--- src/rtl/guess_scorer.sv ---
// -----------------------------------------------------------------------------
// guess_scorer
//   Scores one committed guess against the secret word with exact Wordle rules
//   (green pass first, then a yellow pass that consumes each secret letter at
//   most once) and streams one colour per tile into the colour store through a
//   single write port. Also sequences a full-board clear.
//
// Ports
//   Clk       in   system clock, all state on posedge
//   reset_n   in   asynchronous active-low reset
//   Start     in   1-cycle request: score guess into row_in
//   Clear     in   1-cycle request: blank every tile (wins over Start)
//   row_in    in   target row for Start
//   guess     in   guess word, letter 0 in the top byte
//   secret    in   secret word, same packing
//   busy      out  operation in progress (cycle after acceptance until done)
//   done      out  1-cycle completion pulse
//   win       out  every tile of the last scored guess was green
//   err       out  last Start named a row outside the board
//   wr_en     out  colour write strobe
//   wr_row    out  write row
//   wr_col    out  write column
//   wr_color  out  write data {R,G,B}
// -----------------------------------------------------------------------------
module guess_scorer #(
    parameter int         NUM_ROWS = 6,
    parameter int         WORD_LEN = 5,
    parameter int         LETTER_W = 8,
    parameter logic [2:0] C_GREEN  = 3'b010,
    parameter logic [2:0] C_YELLOW = 3'b110,
    parameter logic [2:0] C_WHITE  = 3'b111,
    parameter logic [2:0] C_BLANK  = 3'b000
) (
    input  logic                         Clk,
    input  logic                         reset_n,
    input  logic                         Start,
    input  logic                         Clear,
    input  logic [2:0]                   row_in,
    input  logic [WORD_LEN*LETTER_W-1:0] guess,
    input  logic [WORD_LEN*LETTER_W-1:0] secret,
    output logic                         busy,
    output logic                         done,
    output logic                         win,
    output logic                         err,
    output logic                         wr_en,
    output logic [2:0]                   wr_row,
    output logic [2:0]                   wr_col,
    output logic [2:0]                   wr_color
);

    localparam int         WORD_BITS = WORD_LEN * LETTER_W;
    localparam logic [2:0] LAST_COL  = 3'(WORD_LEN - 1);
    localparam logic [2:0] COL_END   = 3'(WORD_LEN);   // one past the last column
    localparam logic [2:0] ROW_END   = 3'(NUM_ROWS);   // one past the last row

    typedef enum logic [2:0] {
        S_IDLE, S_GREEN, S_YELLOW, S_WRITE, S_CLR, S_DONE
    } state_t;

    state_t                 state, state_next;
    logic [WORD_BITS-1:0]   guess_q, secret_q;
    logic [2:0]             row_q;      // latched score row
    logic [2:0]             col_q;      // column walker shared by every pass
    logic [2:0]             clr_row_q;  // row walker for the clear sweep
    logic                   op_clear;   // current operation is a clear
    logic [WORD_LEN-1:0]    green, yellow, consumed;

    logic                   yel_found;
    logic [2:0]             yel_idx;

    function automatic logic [LETTER_W-1:0] letter_at(input logic [WORD_BITS-1:0] w,
                                                      input int idx);
        return w[(WORD_LEN - 1 - idx) * LETTER_W +: LETTER_W];
    endfunction

    // Lowest unconsumed secret position holding the current guess letter.
    // Walking downward lets the lowest match overwrite any higher one.
    always_comb begin
        // NOTE: every combinational output gets a default first so no path leaves it unassigned (no latch).
        yel_found = 1'b0;
        yel_idx   = '0;
        for (int j = WORD_LEN - 1; j >= 0; j--) begin
            if (!consumed[j] && letter_at(secret_q, j) == letter_at(guess_q, int'(col_q))) begin
                yel_found = 1'b1;
                yel_idx   = 3'(j);
            end
        end
    end

    always_comb begin
        state_next = state;
        unique case (state)
            S_IDLE:   if (Clear)                state_next = S_CLR;
                      else if (Start)           state_next = S_GREEN;
            S_GREEN:  if (err)                  state_next = S_DONE;
                      else if (col_q == LAST_COL) state_next = S_YELLOW;
            S_YELLOW: if (col_q == LAST_COL)    state_next = S_WRITE;
            S_WRITE:  if (col_q == COL_END)     state_next = S_DONE;
            S_CLR:    if (clr_row_q == ROW_END) state_next = S_DONE;
            S_DONE:                             state_next = S_IDLE;
            default:                            state_next = S_IDLE;
        endcase
    end

    always_ff @(posedge Clk or negedge reset_n) begin
        if (!reset_n) state <= S_IDLE;
        else          state <= state_next;
    end

    always_ff @(posedge Clk or negedge reset_n) begin
        if (!reset_n) begin
            guess_q   <= '0;
            secret_q  <= '0;
            row_q     <= '0;
            col_q     <= '0;
            clr_row_q <= '0;
            op_clear  <= 1'b0;
            green     <= '0;
            yellow    <= '0;
            consumed  <= '0;
            busy      <= 1'b0;
            done      <= 1'b0;
            win       <= 1'b0;
            err       <= 1'b0;
            wr_en     <= 1'b0;
            wr_row    <= '0;
            wr_col    <= '0;
            wr_color  <= '0;
        end else begin
            // NOTE: non-blocking assignments so every register samples pre-edge values regardless of statement order.
            done  <= 1'b0;
            wr_en <= 1'b0;
            unique case (state)
                S_IDLE: begin
                    if (Clear) begin
                        busy      <= 1'b1;
                        op_clear  <= 1'b1;
                        col_q     <= '0;
                        clr_row_q <= '0;
                    end else if (Start) begin
                        busy     <= 1'b1;
                        op_clear <= 1'b0;
                        guess_q  <= guess;
                        secret_q <= secret;
                        row_q    <= row_in;
                        col_q    <= '0;
                        green    <= '0;
                        yellow   <= '0;
                        consumed <= '0;
                        win      <= 1'b0;
                        err      <= (row_in >= ROW_END);
                    end
                end
                S_GREEN: begin
                    if (!err) begin
                        if (letter_at(guess_q, int'(col_q)) == letter_at(secret_q, int'(col_q))) begin
                            green[col_q]    <= 1'b1;
                            consumed[col_q] <= 1'b1;
                        end
                        col_q <= (col_q == LAST_COL) ? 3'd0 : col_q + 3'd1;
                    end
                end
                S_YELLOW: begin
                    if (!green[col_q] && yel_found) begin
                        yellow[col_q]     <= 1'b1;
                        consumed[yel_idx] <= 1'b1;
                    end
                    col_q <= (col_q == LAST_COL) ? 3'd0 : col_q + 3'd1;
                end
                S_WRITE: begin
                    // The cycle with col_q == COL_END is the idle gap before DONE.
                    if (col_q != COL_END) begin
                        wr_en    <= 1'b1;
                        wr_row   <= row_q;
                        wr_col   <= col_q;
                        wr_color <= green[col_q]  ? C_GREEN  :
                                    yellow[col_q] ? C_YELLOW : C_WHITE;
                        col_q    <= col_q + 3'd1;
                    end
                end
                S_CLR: begin
                    if (clr_row_q != ROW_END) begin
                        wr_en    <= 1'b1;
                        wr_row   <= clr_row_q;
                        wr_col   <= col_q;
                        wr_color <= C_BLANK;
                        if (col_q == LAST_COL) begin
                            col_q     <= '0;
                            clr_row_q <= clr_row_q + 3'd1;
                        end else begin
                            col_q <= col_q + 3'd1;
                        end
                    end
                end
                S_DONE: begin
                    done <= 1'b1;
                    busy <= 1'b0;
                    if (op_clear) begin
                        win <= 1'b0;
                        err <= 1'b0;
                    end else begin
                        win <= &green;
                    end
                end
                default: ;
            endcase
        end
    end

endmodule

--- config.mk ---
export PLATFORM = sky130hd
export DESIGN_NAME = guess_scorer
export DESIGN_NICKNAME = d
export VERILOG_FILES = /design/src/rtl/guess_scorer.sv
export SDC_FILE = /design/constraint.sdc
export NUM_CORES = 1
export LEC_CHECK = 0
export CAP_MARGIN = 20
export CELL_PAD_IN_SITES_DETAIL_PLACEMENT = 0
export CELL_PAD_IN_SITES_GLOBAL_PLACEMENT = 1
export CORE_MARGIN = 2
export CORE_UTILIZATION = 38
export DETAILED_ROUTE_END_ITERATION = 7
export GPL_TIMING_DRIVEN = 0
export PLACE_DENSITY_LB_ADDON = 0.1
export SETUP_SLACK_MARGIN = 0.02
export SLEW_MARGIN = 20
export SYNTH_ARGS = -nofsm -noshare
export SYNTH_HDL_FRONTEND = slang
export SYNTH_SLANG_ARGS = --single-unit
--- constraint.sdc ---
create_clock -name Clk -period 3.77 [get_ports Clk]
set_input_delay 1.131 -clock Clk [delete_from_list [all_inputs] [get_ports Clk]]
set_output_delay 1.131 -clock Clk [all_outputs]
set_load 0.02 [all_outputs]
==> impl_metrics.env, run 1 <==
export IMPL_fin_worst_skew_ns=0.007164
export IMPL_rr_startpoint="col_q[0]$_DFFE_PN0P_"
export IMPL_ir_worst_vdd_mv=0.3829
export IMPL_crit_path_start_kind="flip-flop"
export IMPL_overflow_left_after_global_routing=0
export IMPL_grtUsageTotal_pct=22.43
export IMPL_antennaDiodeCount=0
export IMPL_synth_seq_cells=122
export IMPL_setup_worst_path_class="flip-flop to flip-flop"
export IMPL_summed_instance_area_of_the_synthesized_netlist_um2=6813
export IMPL_root_buffer="sky130_fd_sc_hd__clkbuf_16"
export IMPL_final_nets=977
export IMPL_report_final_slew_viol_count=0
export IMPL_synthFlopType="sky130_fd_sc_hd__dfrtp_1"
export IMPL_finalHoldWorstSlack_ns=0.4763
export IMPL_critPathCaptureType="flip-flop"
export IMPL_route_detailed_wl_per_inst_um=18.07
export IMPL_final_antenna_net_count=0
export IMPL_die_width_um=137.9
export IMPL_first_pass_iters=5
export IMPL_nFillCells=1632
export IMPL_maxcap_violations=0
export IMPL_place_gp_congestion=0.8703
export IMPL_timing_final_crit_share_pct=96.53
export IMPL_detail_route_wirelength_mm=20.28
export IMPL_critPathArrivalTime_ns=3.92
export IMPL_cp_required_ns=4.05
export IMPL_route_vias_total=5911
export IMPL_dieArea_um2=19020
export IMPL_run_status="completed"
export IMPL_ys_types=60
export IMPL_synth_fp_nets=845
export IMPL_die_height_um=137.9
export IMPL_worst_pin_slew_ns=0.8575
export IMPL_antenna_violations_before_repair=0
export IMPL_hold_start="wr_row[0]$_DFFE_PN0P_"
export IMPL_cts_buffers_inserted=17
export IMPL_ys_warnings_count=0
export IMPL_routed_via_density=5.268
export IMPL_synth_sequential_area_ratio_pct=44.81
export IMPL_portBuffers=100
export IMPL_design_portCount=101
export IMPL_grt_start_max_net_pins=71
export IMPL_setup_violations_final=0
export IMPL_synth_area_per_cell_um2=9.060
export IMPL_cts_tree="yes"
export IMPL_placeableCoreArea_um2=17420
export IMPL_max_freq_mhz=274.8
export IMPL_max_slew_margin_rel_pct=42.83
export IMPL_min_delay_path_class="flip-flop to flip-flop"
export IMPL_finalHoldViolCount=0
export IMPL_dp_hpwl_mm=14.91
export IMPL_multi_input_area_um2=3558
export IMPL_syn_instance_count=752
export IMPL_insertion_delay_ns=0.42
export IMPL_synth_async_reset_ratio_pct=100.0
export IMPL_rsz0062_at_grt="true"
export IMPL_cts_htree_levels=4
export IMPL_finalWorstSetupSlack_ns=0.1309
export IMPL_floorplan_rows=48
export IMPL_global_route_wire_length_before_repair_mm=31.97
export IMPL_clockBufferDepth=2
export IMPL_drt_drc_violations_left=0
export IMPL_ff_latch_area_um2=3054
export IMPL_power_density_cell_area_nw_per_um2=950.2
export IMPL_synth_enable_flop_cells=0
export IMPL_leakagePower_nw=4.108
export IMPL_highest_net_fanout_along_the_worst_path=11
export IMPL_pre_cts_slack_ns=-0.6233
export IMPL_setup_tns_ns=0
export IMPL_finalCriticalPeriod_ns=3.639
export IMPL_clk_pin_slew_worst_paths_ns=0.06
export IMPL_layout_area_overhead_vs_synth_pct=32.67
export IMPL_final_layout_size_suffix_gt1_share_pct=11.15
export IMPL_cts_num_sinks=122
export IMPL_initialDrtViolationCount=382
export IMPL_initial_utilization_pct=39.12
export IMPL_first_global_vias=5960
export IMPL_crit_path_start="col_q[0]$_DFFE_PN0P_"
## through the flow
stage	cells	area (µm²)	total power, mW	utilization (%)
final	1122	9039	8.588	51.90
after global routing	1122	9039	9.148	51.90
after CTS	1121	8982	8.444	51.57
after detailed placement	1078	8169	6.347	46.90
after global placement	1077	8140	6.276	46.74
after floorplan	752	6858	5.154	-
## placed cells by master (no fill, tap or decap), drive strengths merged, types with 6 or more instances in the layout
cell type / instances
clkinv: 6
ha: 6
nand2: 246
dfrtp: 122
xor2: 42
clkbuf: 47
o21ai: 53
nor2: 22
inv: 29
o221ai: 8
buf: 29
nand3: 18
mux2i: 26
mux4: 17
nor3: 10
a21oi: 23
xnor2: 11
nand4: 6
clkdlybuf4s50: 99
## area by class of cell
cell class,instances,share of cell area [%]
multi-input cells,558,39.37
flip-flops and latches,122,33.79
repair buffers,116,12.64
clock inverters,13,2.201
clock buffers,19,4.900
inverters,29,1.287
well taps,225,3.115
plain buffers,40,2.699
## sequential cells by signal (all words and copies together) (netlist names), 3 cells and up
name,count
state,3
yellow,5
consumed,5
col_q,3
green,5
wr_col,3
clr_row_q,3
guess_q,40
wr_row,3
secret_q,40
wr_color,3
row_q,3
## per-layer routing
layer / share of wire (%) / track usage (%) / wire, µm
met1: 45 / 29.80 / 9095
met2: 49 / 36.69 / 9871
met3: 4.5 / 4.130 / 905
met4: 2.0 / 8.163 / 403
met5: 0 / 0 / 0
## kinds of logic after synthesis
group	after synthesis	synth area share (%)
DFF	122	44.81
adders and majority gates	6	1.102
AOI/OAI and AO/OA	125	11.97
muxes	45	10.21
buffers and inverters	72	4.940
and+or+nand+nor	329	20.15
xor gates and xnor gates	53	6.814
## final timing paths
kind                                            end  slack [ns]  depth (start not counted)
setup / recovery              yellow[4]$_DFFE_PN0P_        0.13                         16
hold / removal                wr_row[0]$_DFFE_PN0P_        0.48                          2
setup reg to reg              yellow[4]$_DFFE_PN0P_        0.13                         16
hold reg to reg               wr_row[0]$_DFFE_PN0P_        0.48                          2
max in group asynchronous  secret_q[22]$_DFFE_PN0P_        2.39                          2
min in group asynchronous     wr_row[2]$_DFFE_PN0P_        0.66                          1
## power by group
group	switching (mW)	leakage [nW]	internal, mW
combinational	2.47	2.25	1.94
clock	0.602	0.312	1.18
sequential	0.541	1.55	1.86
## worst max-delay path, cell delays in order, from the launching register on
cell	delay, ns
sky130_fd_sc_hd__dfrtp_2	0.43
sky130_fd_sc_hd__buf_12	0.16
sky130_fd_sc_hd__buf_12	0.13
sky130_fd_sc_hd__buf_12	0.12
sky130_fd_sc_hd__inv_8	0.05
sky130_fd_sc_hd__ha_4	0.22
sky130_fd_sc_hd__a211o_4	0.32
sky130_fd_sc_hd__o21a_1	0.21
sky130_fd_sc_hd__or3_1	0.38
sky130_fd_sc_hd__buf_6	0.14
sky130_fd_sc_hd__o211ai_1	0.31
sky130_fd_sc_hd__nor4_4	0.07
sky130_fd_sc_hd__or3b_1	0.39
sky130_fd_sc_hd__buf_6	0.13
sky130_fd_sc_hd__buf_4	0.14
sky130_fd_sc_hd__o2111ai_1	0.20
sky130_fd_sc_hd__a21oi_1	0.09
## Yosys cell counts (6+ instances only)
cell type	number	area (µm²)
sky130_fd_sc_hd__nor3_1	10	50.05
sky130_fd_sc_hd__dfrtp_1	122	3053
sky130_fd_sc_hd__nand4_1	6	37.54
sky130_fd_sc_hd__o21ai_0	48	240.2
sky130_fd_sc_hd__clkbuf_1	28	105.1
sky130_fd_sc_hd__inv_1	29	108.9
sky130_fd_sc_hd__ha_1	6	75.07
sky130_fd_sc_hd__a21oi_1	23	115.1
sky130_fd_sc_hd__mux2i_1	26	260.3
sky130_fd_sc_hd__mux4_1	8	210.2
sky130_fd_sc_hd__nand2_1	246	923.4
sky130_fd_sc_hd__nor2_1	21	78.83
sky130_fd_sc_hd__xor2_1	42	367.9
sky130_fd_sc_hd__xnor2_1	11	96.34
sky130_fd_sc_hd__o221ai_1	8	70.07
sky130_fd_sc_hd__buf_2	9	45.04
sky130_fd_sc_hd__mux4_2	9	202.7
sky130_fd_sc_hd__nand3_1	18	90.09
## timing repair
action,in CTS,in global routing
hold buffers,0,0
pin swaps,16,6
gates resized for setup,23,11
setup endpoints to repair,15,10
buffers inserted,13,2
No activity file was read; power rests on OpenSTA's default activity.
==> inputs of run 2 (changes only) <==
--- a/config.mk
+++ b/config.mk
@@ -8,7 +8,7 @@
 export CAP_MARGIN = 20
 export CELL_PAD_IN_SITES_DETAIL_PLACEMENT = 0
 export CELL_PAD_IN_SITES_GLOBAL_PLACEMENT = 1
-export CORE_MARGIN = 2
+export CORE_MARGIN = 5
 export CORE_UTILIZATION = 38
 export DETAILED_ROUTE_END_ITERATION = 7
 export GPL_TIMING_DRIVEN = 0
==> run 2 against run 1 <==
Net effect:
- non-clock buffer count down 3
- clock power fell by 4%
- global-route usage fell by 1.6 points
- utilization is 1.5 points lower
- largest cell class unchanged
- highest routed layer unchanged
==> impl_metrics.env, run 2 (synthesis gave the netlist of run 1 again) <==
export IMPL_run_status="completed"
export IMPL_route_detailed_wl_per_inst_um=18.27
export IMPL_overflow_left_after_global_routing=0
export IMPL_power_density_cell_area_nw_per_um2=934.5
export IMPL_final_antenna_net_count=0
export IMPL_finalHoldWorstSlack_ns=0.4697
export IMPL_critical_path_buf_inv_count=5
export IMPL_place_gp_congestion=0.8751
export IMPL_initial_utilization_pct=38.32
export IMPL_root_buffer="sky130_fd_sc_hd__clkbuf_16"
export IMPL_detail_route_wirelength_mm=20.50
export IMPL_insertion_delay_ns=0.42
export IMPL_comb_power_share_pct=50.8
export IMPL_pint_mw=4.847
export IMPL_antennaDiodeCount=0
export IMPL_cts_tree="yes"
export IMPL_leakagePower_nw=4.066
export IMPL_final_nets=974
export IMPL_final_common_cell="sky130_fd_sc_hd__nand2_1"
export IMPL_max_freq_mhz=281.3
export IMPL_worst_pin_slew_ns=0.7788
export IMPL_route_vias_total=5802
export IMPL_nFillCells=1686
export IMPL_die_width_um=143.9
export IMPL_cts_hold_fix_buffers=0
export IMPL_seq_pwr_share_pct=28.6
export IMPL_global_route_wire_length_before_repair_mm=33.00
export IMPL_clockPowerShare_pct=20.6
export IMPL_drt_drc_violations_left=0
export IMPL_worst_path_largest_cell_delay_ns=0.40
export IMPL_first_pass_iters=7
export IMPL_multi_input_area_um2=3526
export IMPL_placeableCoreArea_um2=17780
export IMPL_switching_share_pct=42.11
export IMPL_layout_cells_most_common_list="sky130_fd_sc_hd__nand2_1 (246), sky130_fd_sc_hd__dfrtp_1 (121), sky130_fd_sc_hd__clkdlybuf4s50_1 (99)"
export IMPL_ff_latch_area_um2=3054
export IMPL_switchingPower_mw=3.526
export IMPL_cts_htree_levels=4
export IMPL_clockBufferDepth=2
export IMPL_grtUsageTotal_pct=20.79
export IMPL_maxcap_violations=0
export IMPL_ir_worst_vdd_mv=0.4330
export IMPL_report_final_slew_viol_count=0
export IMPL_design_portCount=101
export IMPL_final_layout_size_suffix_gt1_share_pct=9.966
export IMPL_setup_worst_path_class="flip-flop to flip-flop"
export IMPL_grt_start_max_net_pins=63
export IMPL_finalHoldViolCount=0
export IMPL_critPathArrivalTime_ns=3.85
export IMPL_rsz0062_at_grt="false"
export IMPL_cells_traversed_along_the_worst_timing_path="buf_12 -> buf_12 -> inv_6 -> ha_4 -> ha_4 -> nor2_4 -> a22o_1 -> or3_1 -> buf_6 -> o211ai_1 -> nor4_4 -> or3b_1 -> buf_6 -> o31ai_4 -> o21ai_1"
export IMPL_critPathCaptureType="flip-flop"
export IMPL_cp_required_ns=4.06
export IMPL_antenna_violations_before_repair=0
export IMPL_initialDrtViolationCount=264
export IMPL_min_delay_path_class="flip-flop to flip-flop"
export IMPL_dp_hpwl_mm=15.38
export IMPL_crit_path_start_kind="flip-flop"
export IMPL_routed_via_density=5.171
export IMPL_floorplan_rows=49
export IMPL_clk_pin_slew_worst_paths_ns=0.06
export IMPL_highest_net_fanout_along_the_worst_path=10
export IMPL_layout_area_overhead_vs_synth_pct=31.52
export IMPL_finalCriticalPeriod_ns=3.555
export IMPL_cts_buffers_inserted=17
export IMPL_fin_worst_skew_ns=0.008891
export IMPL_die_height_um=143.9
export IMPL_critical_path_s_top_delay_family="compound AO/OA/AOI/OAI gates"
export IMPL_first_global_vias=6144
export IMPL_cts_num_sinks=122
export IMPL_largestRegisters="guess_q x40, secret_q x40"
export IMPL_timing_critical_path_slowest_stage_cell="sky130_fd_sc_hd__dfrtp_2"
export IMPL_setup_violations_final=0
export IMPL_portBuffers=100
export IMPL_final_core_utilization_pct=50.39
export IMPL_timing_final_crit_share_pct=94.31
export IMPL_max_slew_margin_rel_pct=47.68
export IMPL_dieArea_um2=20710
-- run 2: worst reg2reg max path, stage by stage (launching register included) --
cell,delay (ns)
sky130_fd_sc_hd__dfrtp_2,0.40
sky130_fd_sc_hd__buf_12,0.16
sky130_fd_sc_hd__buf_12,0.12
sky130_fd_sc_hd__inv_6,0.04
sky130_fd_sc_hd__ha_4,0.15
sky130_fd_sc_hd__ha_4,0.31
sky130_fd_sc_hd__nor2_4,0.08
sky130_fd_sc_hd__a22o_1,0.26
sky130_fd_sc_hd__or3_1,0.38
sky130_fd_sc_hd__buf_6,0.15
sky130_fd_sc_hd__o211ai_1,0.30
sky130_fd_sc_hd__nor4_4,0.06
sky130_fd_sc_hd__or3b_1,0.40
sky130_fd_sc_hd__buf_6,0.13
sky130_fd_sc_hd__o31ai_4,0.35
sky130_fd_sc_hd__o21ai_1,0.12
-- run 2: final timing paths --
check                                     startpoint  cells past startpoint  slack [ns]                       end
worst max-delay path            col_q[0]$_DFFE_PN0P_                     15        0.21   consumed[4]$_DFFE_PN0P_
worst min-delay path            row_q[1]$_DFFE_PN0P_                      2        0.47      row_q[1]$_DFFE_PN0P_
worst max register to register  col_q[0]$_DFFE_PN0P_                     15        0.21   consumed[4]$_DFFE_PN0P_
worst min register to register  row_q[1]$_DFFE_PN0P_                      2        0.47      row_q[1]$_DFFE_PN0P_
max in group asynchronous                    reset_n                      2        2.36  secret_q[22]$_DFFE_PN0P_
min in group asynchronous                    reset_n                      1        0.68      row_q[0]$_DFFE_PN0P_
-- run 2: repair_timing --
item	CTS	global route
resized for setup	24	3
cloned	0	1
pin swaps	13	4
setup endpoints to repair	15	10
setup buffers	11	1
-- run 2: power groups by stage --
stage	clock (mW)	sequential [mW]	combinational, mW
2_1_floorplan	0	2.26	2.89
3_3_place_gp	0	2.39	3.90
3_5_place_dp	0	2.41	3.97
4_1_cts	1.75	2.40	4.23
5_1_grt	1.81	2.47	4.69
6_report	1.72	2.40	4.25
-- run 2: stage by stage --
stage | cells | setup TNS [ns] | worst slack [ns] | instance area [µm²] | power, mW
floorplan | 752 | 0 | 0.02317 | 6858 | 5.154
global placement | 1081 | -408.05 | -3.303 | 8145 | 6.289
detailed placement | 1082 | -6.694 | -0.6506 | 8174 | 6.387
CTS | 1121 | 0 | 0.06584 | 8940 | 8.377
global route | 1122 | 0 | 0.05288 | 8960 | 8.965
finish | 1122 | 0 | 0.2146 | 8960 | 8.373
-- run 2: metal layers --
layer | vias up | global-route usage, % | wire length (µm)
met5 | - | 0 | 0
met4 | 0 | 6.888 | 411
met3 | 26 | 4.193 | 851
met2 | 132 | 34.74 | 9984
met1 | 2835 | 27.06 | 9252
li1 | 2809 | - | -
-- run 2: cell type report --
| cell class | count | area share [%] |
|---|---|---|
| Tap cell | 229 | 3.198 |
| Timing Repair Buffer | 114 | 12.78 |
| Clock buffer | 23 | 5.223 |
| Buffer | 39 | 2.500 |
| Clock inverter | 8 | 1.592 |
| Multi-Input combinational cell | 558 | 39.35 |
| Inverter | 29 | 1.271 |
| Sequential cell | 122 | 34.09 |
